$ cat src/rtl/tick_scheduler_if.sv
// Config request channel for tick_scheduler: a host selects a channel and
// offers a new divisor; the scheduler answers with cfg_ready.
interface tick_scheduler_if #(
   parameter int CNT_W = 16
);
   logic             cfg_valid;
   logic             cfg_ready;
   logic             cfg_ch;
   logic [CNT_W-1:0] cfg_div;

   modport master (
      output cfg_valid,
      output cfg_ch,
      output cfg_div,
      input  cfg_ready
   );

   modport slave (
      input  cfg_valid,
      input  cfg_ch,
      input  cfg_div,
      output cfg_ready
   );
endinterface

$ cat src/rtl/tick_scheduler.sv
// Two-channel clock-enable generator. Each channel counts 0..div-1, pulses a
// tick on the last count and drives a registered square wave. Divisor changes
// arriving over the config port are parked until the channel's next period
// boundary, so no output period is ever cut short. A zero divisor stops the
// channel at that boundary; a non-zero write to a stopped channel restarts it.
module tick_scheduler #(
   parameter int CNT_W     = 16,
   parameter int DEF_DIV_A = 6,
   parameter int DEF_DIV_B = 12288
) (
   input  logic                 clk12Mhz,
   input  logic                 rst_n,
   tick_scheduler_if.slave      cfg,
   output logic                 tick_a,
   output logic                 tick_b,
   output logic                 clk_a,
   output logic                 clk_b,
   output logic                 run_a,
   output logic                 run_b,
   output logic                 pend_a,
   output logic                 pend_b
);

   typedef enum logic [1:0] {
      IDLE = 2'd0,
      RUN  = 2'd1,
      PEND = 2'd2
   } state_t;

   // Index 0 is channel A, index 1 is channel B throughout.
   state_t           state_q [2];
   state_t           state_d [2];
   logic [CNT_W-1:0] cnt_q   [2];
   logic [CNT_W-1:0] cnt_d   [2];
   logic [CNT_W-1:0] div_q   [2];
   logic [CNT_W-1:0] div_d   [2];
   logic [CNT_W-1:0] divp_q  [2];
   logic [CNT_W-1:0] divp_d  [2];

   logic [1:0] tick_q, tick_d;
   logic [1:0] sqw_q,  sqw_d;
   logic [1:0] run_q,  run_d;
   logic [1:0] pend_q, pend_d;

   logic [1:0] term;
   logic [1:0] acc;

   // A channel with a parked change refuses further requests until it applies it.
   always_comb begin
      cfg.cfg_ready = ~pend_q[cfg.cfg_ch];
   end

   // Terminal-cycle and per-channel accept strobes.
   always_comb begin
      term = '0;
      acc  = '0;
      for (int c = 0; c < 2; c++) begin
         term[c] = (state_q[c] != IDLE) && (cnt_q[c] == div_q[c] - CNT_W'(1));
         acc[c]  = cfg.cfg_valid && cfg.cfg_ready && (int'(cfg.cfg_ch) == c);
      end
   end

   // Next-state for both channel FSMs; outputs are derived from the next
   // state so that the registered tick/square wave line up with the count
   // they describe.
   always_comb begin
      for (int c = 0; c < 2; c++) begin
         state_d[c] = state_q[c];
         cnt_d[c]   = cnt_q[c];
         div_d[c]   = div_q[c];
         divp_d[c]  = divp_q[c];
         case (state_q[c])
            IDLE: begin
               cnt_d[c] = '0;
               if (acc[c] && (cfg.cfg_div != '0)) begin
                  div_d[c]   = cfg.cfg_div;
                  state_d[c] = RUN;
               end
            end
            RUN: begin
               cnt_d[c] = term[c] ? '0 : cnt_q[c] + CNT_W'(1);
               // An accept in the terminal cycle is still parked for a full period.
               if (acc[c]) begin
                  divp_d[c]  = cfg.cfg_div;
                  state_d[c] = PEND;
               end
            end
            PEND: begin
               cnt_d[c] = term[c] ? '0 : cnt_q[c] + CNT_W'(1);
               if (term[c]) begin
                  if (divp_q[c] != '0) begin
                     div_d[c]   = divp_q[c];
                     state_d[c] = RUN;
                  end else begin
                     state_d[c] = IDLE;
                  end
               end
            end
            default: begin
               cnt_d[c]   = '0;
               state_d[c] = IDLE;
            end
         endcase
         tick_d[c] = (state_d[c] != IDLE) && (cnt_d[c] == div_d[c] - CNT_W'(1));
         sqw_d[c]  = (state_d[c] != IDLE) && (cnt_d[c] >= (div_d[c] >> 1));
         run_d[c]  = (state_d[c] != IDLE);
         pend_d[c] = (state_d[c] == PEND);
      end
   end

   // State and output registers; reset restarts both channels at their default rates.
   always_ff @(posedge clk12Mhz) begin
      if (!rst_n) begin
         state_q[0] <= RUN;
         state_q[1] <= RUN;
         cnt_q[0]   <= '0;
         cnt_q[1]   <= '0;
         div_q[0]   <= CNT_W'(DEF_DIV_A);
         div_q[1]   <= CNT_W'(DEF_DIV_B);
         divp_q[0]  <= '0;
         divp_q[1]  <= '0;
         tick_q     <= '0;
         sqw_q      <= '0;
         run_q      <= 2'b11;
         pend_q     <= '0;
      end else begin
         for (int c = 0; c < 2; c++) begin
            state_q[c] <= state_d[c];
            cnt_q[c]   <= cnt_d[c];
            div_q[c]   <= div_d[c];
            divp_q[c]  <= divp_d[c];
         end
         tick_q <= tick_d;
         sqw_q  <= sqw_d;
         run_q  <= run_d;
         pend_q <= pend_d;
      end
   end

   assign tick_a = tick_q[0];
   assign tick_b = tick_q[1];
   assign clk_a  = sqw_q[0];
   assign clk_b  = sqw_q[1];
   assign run_a  = run_q[0];
   assign run_b  = run_q[1];
   assign pend_a = pend_q[0];
   assign pend_b = pend_q[1];

endmodule
$ cat src/flat_wrapper.sv
// flat-port wrapper written by rule: the top's interface ports become plain ports
module tick_scheduler_flat 
#(
   parameter int CNT_W     = 16,
   parameter int DEF_DIV_A = 6,
   parameter int DEF_DIV_B = 12288
)
  (clk12Mhz, rst_n, tick_a, tick_b, clk_a, clk_b, run_a, run_b, pend_a, pend_b, cfg_cfg_valid, cfg_cfg_ch, cfg_cfg_div, cfg_cfg_ready);
  tick_scheduler_if #(.CNT_W(CNT_W)) cfg_i ();
  input  logic clk12Mhz;
  input  logic rst_n;
  output logic tick_a;
  output logic tick_b;
  output logic clk_a;
  output logic clk_b;
  output logic run_a;
  output logic run_b;
  output logic pend_a;
  output logic pend_b;
  input wire logic [$bits(cfg_i.cfg_valid)-1:0] cfg_cfg_valid;
  input wire logic [$bits(cfg_i.cfg_ch)-1:0] cfg_cfg_ch;
  input wire logic [$bits(cfg_i.cfg_div)-1:0] cfg_cfg_div;
  output wire logic [$bits(cfg_i.cfg_ready)-1:0] cfg_cfg_ready;
  assign cfg_i.cfg_valid = cfg_cfg_valid;
  assign cfg_i.cfg_ch = cfg_cfg_ch;
  assign cfg_i.cfg_div = cfg_cfg_div;
  assign cfg_cfg_ready = cfg_i.cfg_ready;
  tick_scheduler #(.CNT_W(CNT_W), .DEF_DIV_A(DEF_DIV_A), .DEF_DIV_B(DEF_DIV_B)) u_core (.clk12Mhz(clk12Mhz), .rst_n(rst_n), .cfg(cfg_i), .tick_a(tick_a), .tick_b(tick_b), .clk_a(clk_a), .clk_b(clk_b), .run_a(run_a), .run_b(run_b), .pend_a(pend_a), .pend_b(pend_b));
endmodule
$ cat config.mk
export PLATFORM = sky130hd
export DESIGN_NAME = tick_scheduler_flat
export DESIGN_NICKNAME = d
export VERILOG_FILES = /design/src/rtl/tick_scheduler_if.sv /design/src/rtl/tick_scheduler.sv /design/src/flat_wrapper.sv
export SDC_FILE = /design/constraint.sdc
export NUM_CORES = 1
export LEC_CHECK = 0
export ABC_AREA = 1
export CAP_MARGIN = 5
export CORE_MARGIN = 8
export CORE_UTILIZATION = 50
export CTS_CLUSTER_SIZE = 12
export DETAILED_ROUTE_END_ITERATION = 8
export GPL_TIMING_DRIVEN = 0
export PLACE_DENSITY = 0.64
export SLEW_MARGIN = 20
export SYNTH_ARGS = -nofsm -noshare
export SYNTH_HDL_FRONTEND = slang
export SYNTH_SLANG_ARGS = --single-unit
$ cat constraint.sdc
create_clock -name clk12Mhz -period 6.04 [get_ports clk12Mhz]
set_input_delay 1.208 -clock clk12Mhz [delete_from_list [all_inputs] [get_ports clk12Mhz]]
set_output_delay 1.208 -clock clk12Mhz [all_outputs]
set_load 0.02 [all_outputs]
==> flow_summary.yaml <==
clocking:
  postCtsSetupRepairBufs: 0
  clock_latency_ps: 360
  cts_root_buffer: "clkbuf_16"
  clkTransAtPathRegs_ps: 80
  cts_resized: 0
  cts_tree: "yes"
  cts_buffers: 9
  clock_sinks: 108
  cts_hold_buf: 0
  cts_buffer_depth: 2
  h-tree-depth: 3
power_and_ir_drop:
  p_sw_w: 0.00120
  peakVddDrop_mv: 0.157
  switching_share_pct: 45.0
  p_per_area_nw_per_um2: 271
  p_int_w: 0.00147
  clock_power_share_pct: 23.1
  p_leak_nw: 4.97
  sequentialPowerShare_pct: 31.0
  p_comb_share_pct: 45.9
die:
  die_w_um: 150
  die_y_um: 150
  start_util_pct: 50.5
  core-area_um2: 17800
  num_rows: 49
  dieArea_um2: 22500
  ios: 29
setup_path:
  slowest_delay_ps: 620
  cp_max_fo: 9
  crit_arrival_ps: 5620
  timing.rr.end: "u_core.sqw_q[0]"
  path_class: "input pin to register"
  end_kind: "register"
  path_delay_family: "compound AO/OA/AOI/OAI gates"
  crit_slowest_cell: "clkdlybuf4s50_1"
  path_cells: "clkdlybuf4s50_1 -> nor4_1 -> nand4_1 -> nand2_1 -> nand2_1 -> o21ai_0 -> a21oi_1 -> a21oi_1 -> ha_1 -> inv_1 -> a21boi_0 -> o21a_1 -> o21a_1 -> o21a_1 -> o21a_1 -> o21a_1 -> o21ai_0 -> nand2_1 -> nand2_1 -> a21oi_1 -> o21ai_0 -> nand2_1 -> nand2_1 -> inv_1"
  cpMostUsedCell: "nand2_1"
  reg2reg_depth: 31
  worst_setup_path_start_kind: "input pin"
  reg2reg_slack_ps: 1240
  rr_startpoint: "u_core.state_q[0][0]"
  cp.buffers_inverters: 3
  worstPathRequired_ps: 6300
hold_path:
  hp-class: "register to register"
  worstHoldStart: "u_core.divp_q[0][31]"
  hold_depth: 2
  hold_end: "u_core.divp_q[0][31]"
finish:
  antenna_cells: 0
  nets: 1578
  final_common_cell: "nand2_1"
  final_cell_mix: "nand2_1, inv_1, nor2_1, nand3_1, dfxtp_1"
  syn_to_final_growth_pct: 9.71
  drive_gt1_share_pct: 7.18
global_routing:
  grt_use_met2_pct: 39.7
  grt_pass1_wl_um: 45000
  top_usage_layer: "met2"
  use_met1_pct: 35.5
  grt_overflow: 0
  grtUsageTotal_pct: 25.6
  grtUsageMet3_pct: 3.93
  grt_pass1_vias: 8443
  antenna_found_initial: 0
  grt_max_degree: 22
logic_synthesis:
  synthCells: 1475
  synth_top_family_by_area: "simple AND/OR/NAND/NOR gates"
  synth_compound_area_share_pct: 12.0
  synth_xor_area_share_pct: 5.23
  yosys.area_share.simple_pct: 40.9
  synth_nets: 1539
  ys.warnings.count: 0
  ys_seq_area_share_pct: 24.1
  ys.flop_type: "dfxtp_1"
  synth_fa_ha_area_share_pct: 6.14
  yosysUniqueCellTypes: 44
  ys_ff_latch: 108
  async_flop_share_pct: 0
  avgSynthCellArea_um2: 6.08
  synth-edff-count: 0
  muxShareOfSynthArea_pct: 0
  netlist_area_um2: 8970
detailed_routing:
  drt_wl_total_um: 28500
  drt_iter0_drc: 794
  first_pass_iters: 5
  drcViolationCount: 0
  viasPerCell: 5.41
  vias: 9452
  antenna_left: 0
  routedWlPerCell_um: 16.3
sta:
  fmax_ghz: 0.187
  rsz0062_at_grt: "no"
  slew_headroom_pct: 46.5
  worstMarginPinSlew_ps: 799
  fin_ws_ps: 683
  fin_crit_sh_pct: 88.7
  final_hold_viol_count: 0
  finClkSkew_ps: 10.5
  drv_slew: 0
  setup_viol: 0
  post-route-min-period_ps: 5360
  setup_tns_ps: 0
placed_design:
  place_congestion: 0.954
  hpwl_um: 23500
  post-place-ws_ps: 339
  io_buffers: 28
run:
  max_cap_violations: 0
outcome:
  run_status: "finished clean"
[how the worst max path moves through the flow]
stage	end	cells after the start	start	slack, ps
finish	u_core.sqw_q[0]	24	cfg_cfg_div[1]	680
global route	u_core.sqw_q[0]	23	cfg_cfg_div[9]	260
global placement	u_core.sqw_q[0]	24	cfg_cfg_div[1]	340
detailed placement	u_core.sqw_q[0]	24	cfg_cfg_div[1]	340
floorplan	u_core.sqw_q[0]	23	cfg_cfg_div[8]	1830
CTS	u_core.sqw_q[0]	24	cfg_cfg_div[1]	720
[stage by stage]
| stage | instance area (um^2) | hold slack, ps | power (W) | util, % | cells |
|---|---|---|---|---|---|
| floorplan | 8970 | 444 | 0.00172 | - | 1475 |
| global placement | 9540 | 466 | 0.00203 | 53.6 | 1732 |
| detailed placement | 9540 | 470 | 0.00204 | 53.6 | 1732 |
| CTS | 9840 | 481 | 0.00266 | 55.4 | 1748 |
| global route | 9840 | 509 | 0.00285 | 55.4 | 1748 |
| finish | 9840 | 479 | 0.00267 | 55.4 | 1748 |
[sequential cells by signal (all words and copies together) (netlist names)]
register / count
u_core.cnt_q: 32
u_core.div_q: 32
u_core.divp_q: 32
u_core.pend_q: 2
u_core.run_q: 2
u_core.sqw_q: 2
u_core.state_q: 4
u_core.tick_q: 2
[power groups by stage]
stage                     sequential, W  clock (W)  combinational, W
after floorplan                0.000828          0          0.000890
after global placement         0.000840          0           0.00119
after detailed placement       0.000841          0           0.00120
after CTS                      0.000825   0.000620           0.00121
after global routing           0.000833   0.000647           0.00137
final                          0.000826   0.000616           0.00123
[cell usage after synthesis (all sizes together) (2+ instances only)]
cell type / instances / area share (%)
nor4: 7 / 0.49
o22ai: 16 / 1.1
nor3: 14 / 0.96
o21ai: 72 / 4.0
clkbuf: 25 / 1.0
nand3b: 12 / 1.0
or2: 3 / 0.21
nand4: 30 / 2.3
xnor2: 21 / 2.1
a22oi: 12 / 1.0
clkinv: 2 / 0.084
o211ai: 8 / 0.67
ha: 44 / 6.1
xor2: 30 / 2.9
dfxtp: 108 / 24
o21a: 5 / 0.42
a21o: 4 / 0.33
a31oi: 2 / 0.14
o221ai: 7 / 0.68
buf: 6 / 0.36
inv: 244 / 10
nor2: 214 / 11
a21oi: 60 / 3.3
nand3: 132 / 7.9
nand2: 391 / 17
[worst reg2reg max path, delay by kind of cell (launching register included)]
kind                     cells  cell delay (ps)
adder cells (fa/ha/maj)      2              640
AO/OA/AOI/OAI               10             1660
AND/OR/NAND/NOR             15             1630
buffers and inverters        4              340
flip-flops                   1              430
[area by class of cell]
cell class                      count  area (um^2)
Timing Repair Buffer               28          280
Fill cell                        1846         7940
Clock buffer                        9          225
Multi-Input combinational cell   1090         5760
Clock inverter                      7         78.8
Inverter                          246          923
Sequential cell                   108         2160
Buffer                             31          126
Tap cell                          229          287
[routing by layer]
layer	share of wire [%]	wire length, um	vias to the layer above
met2	44	12500	320
li1	-	-	4789
met5	0	0	-
met4	2.6	754	0
met3	6.9	1960	47
met1	47	13300	4296
[kinds of logic (layout without fill, tap and decap cells)]
kind of cell	Yosys count	count (layout)
compound gates	189	189
xor+xnor	52	52
fa+ha+maj	44	44
buf+inv	277	321
flops	108	108
simple gates	805	805
Note: power is estimated with default switching activity, not from simulation.
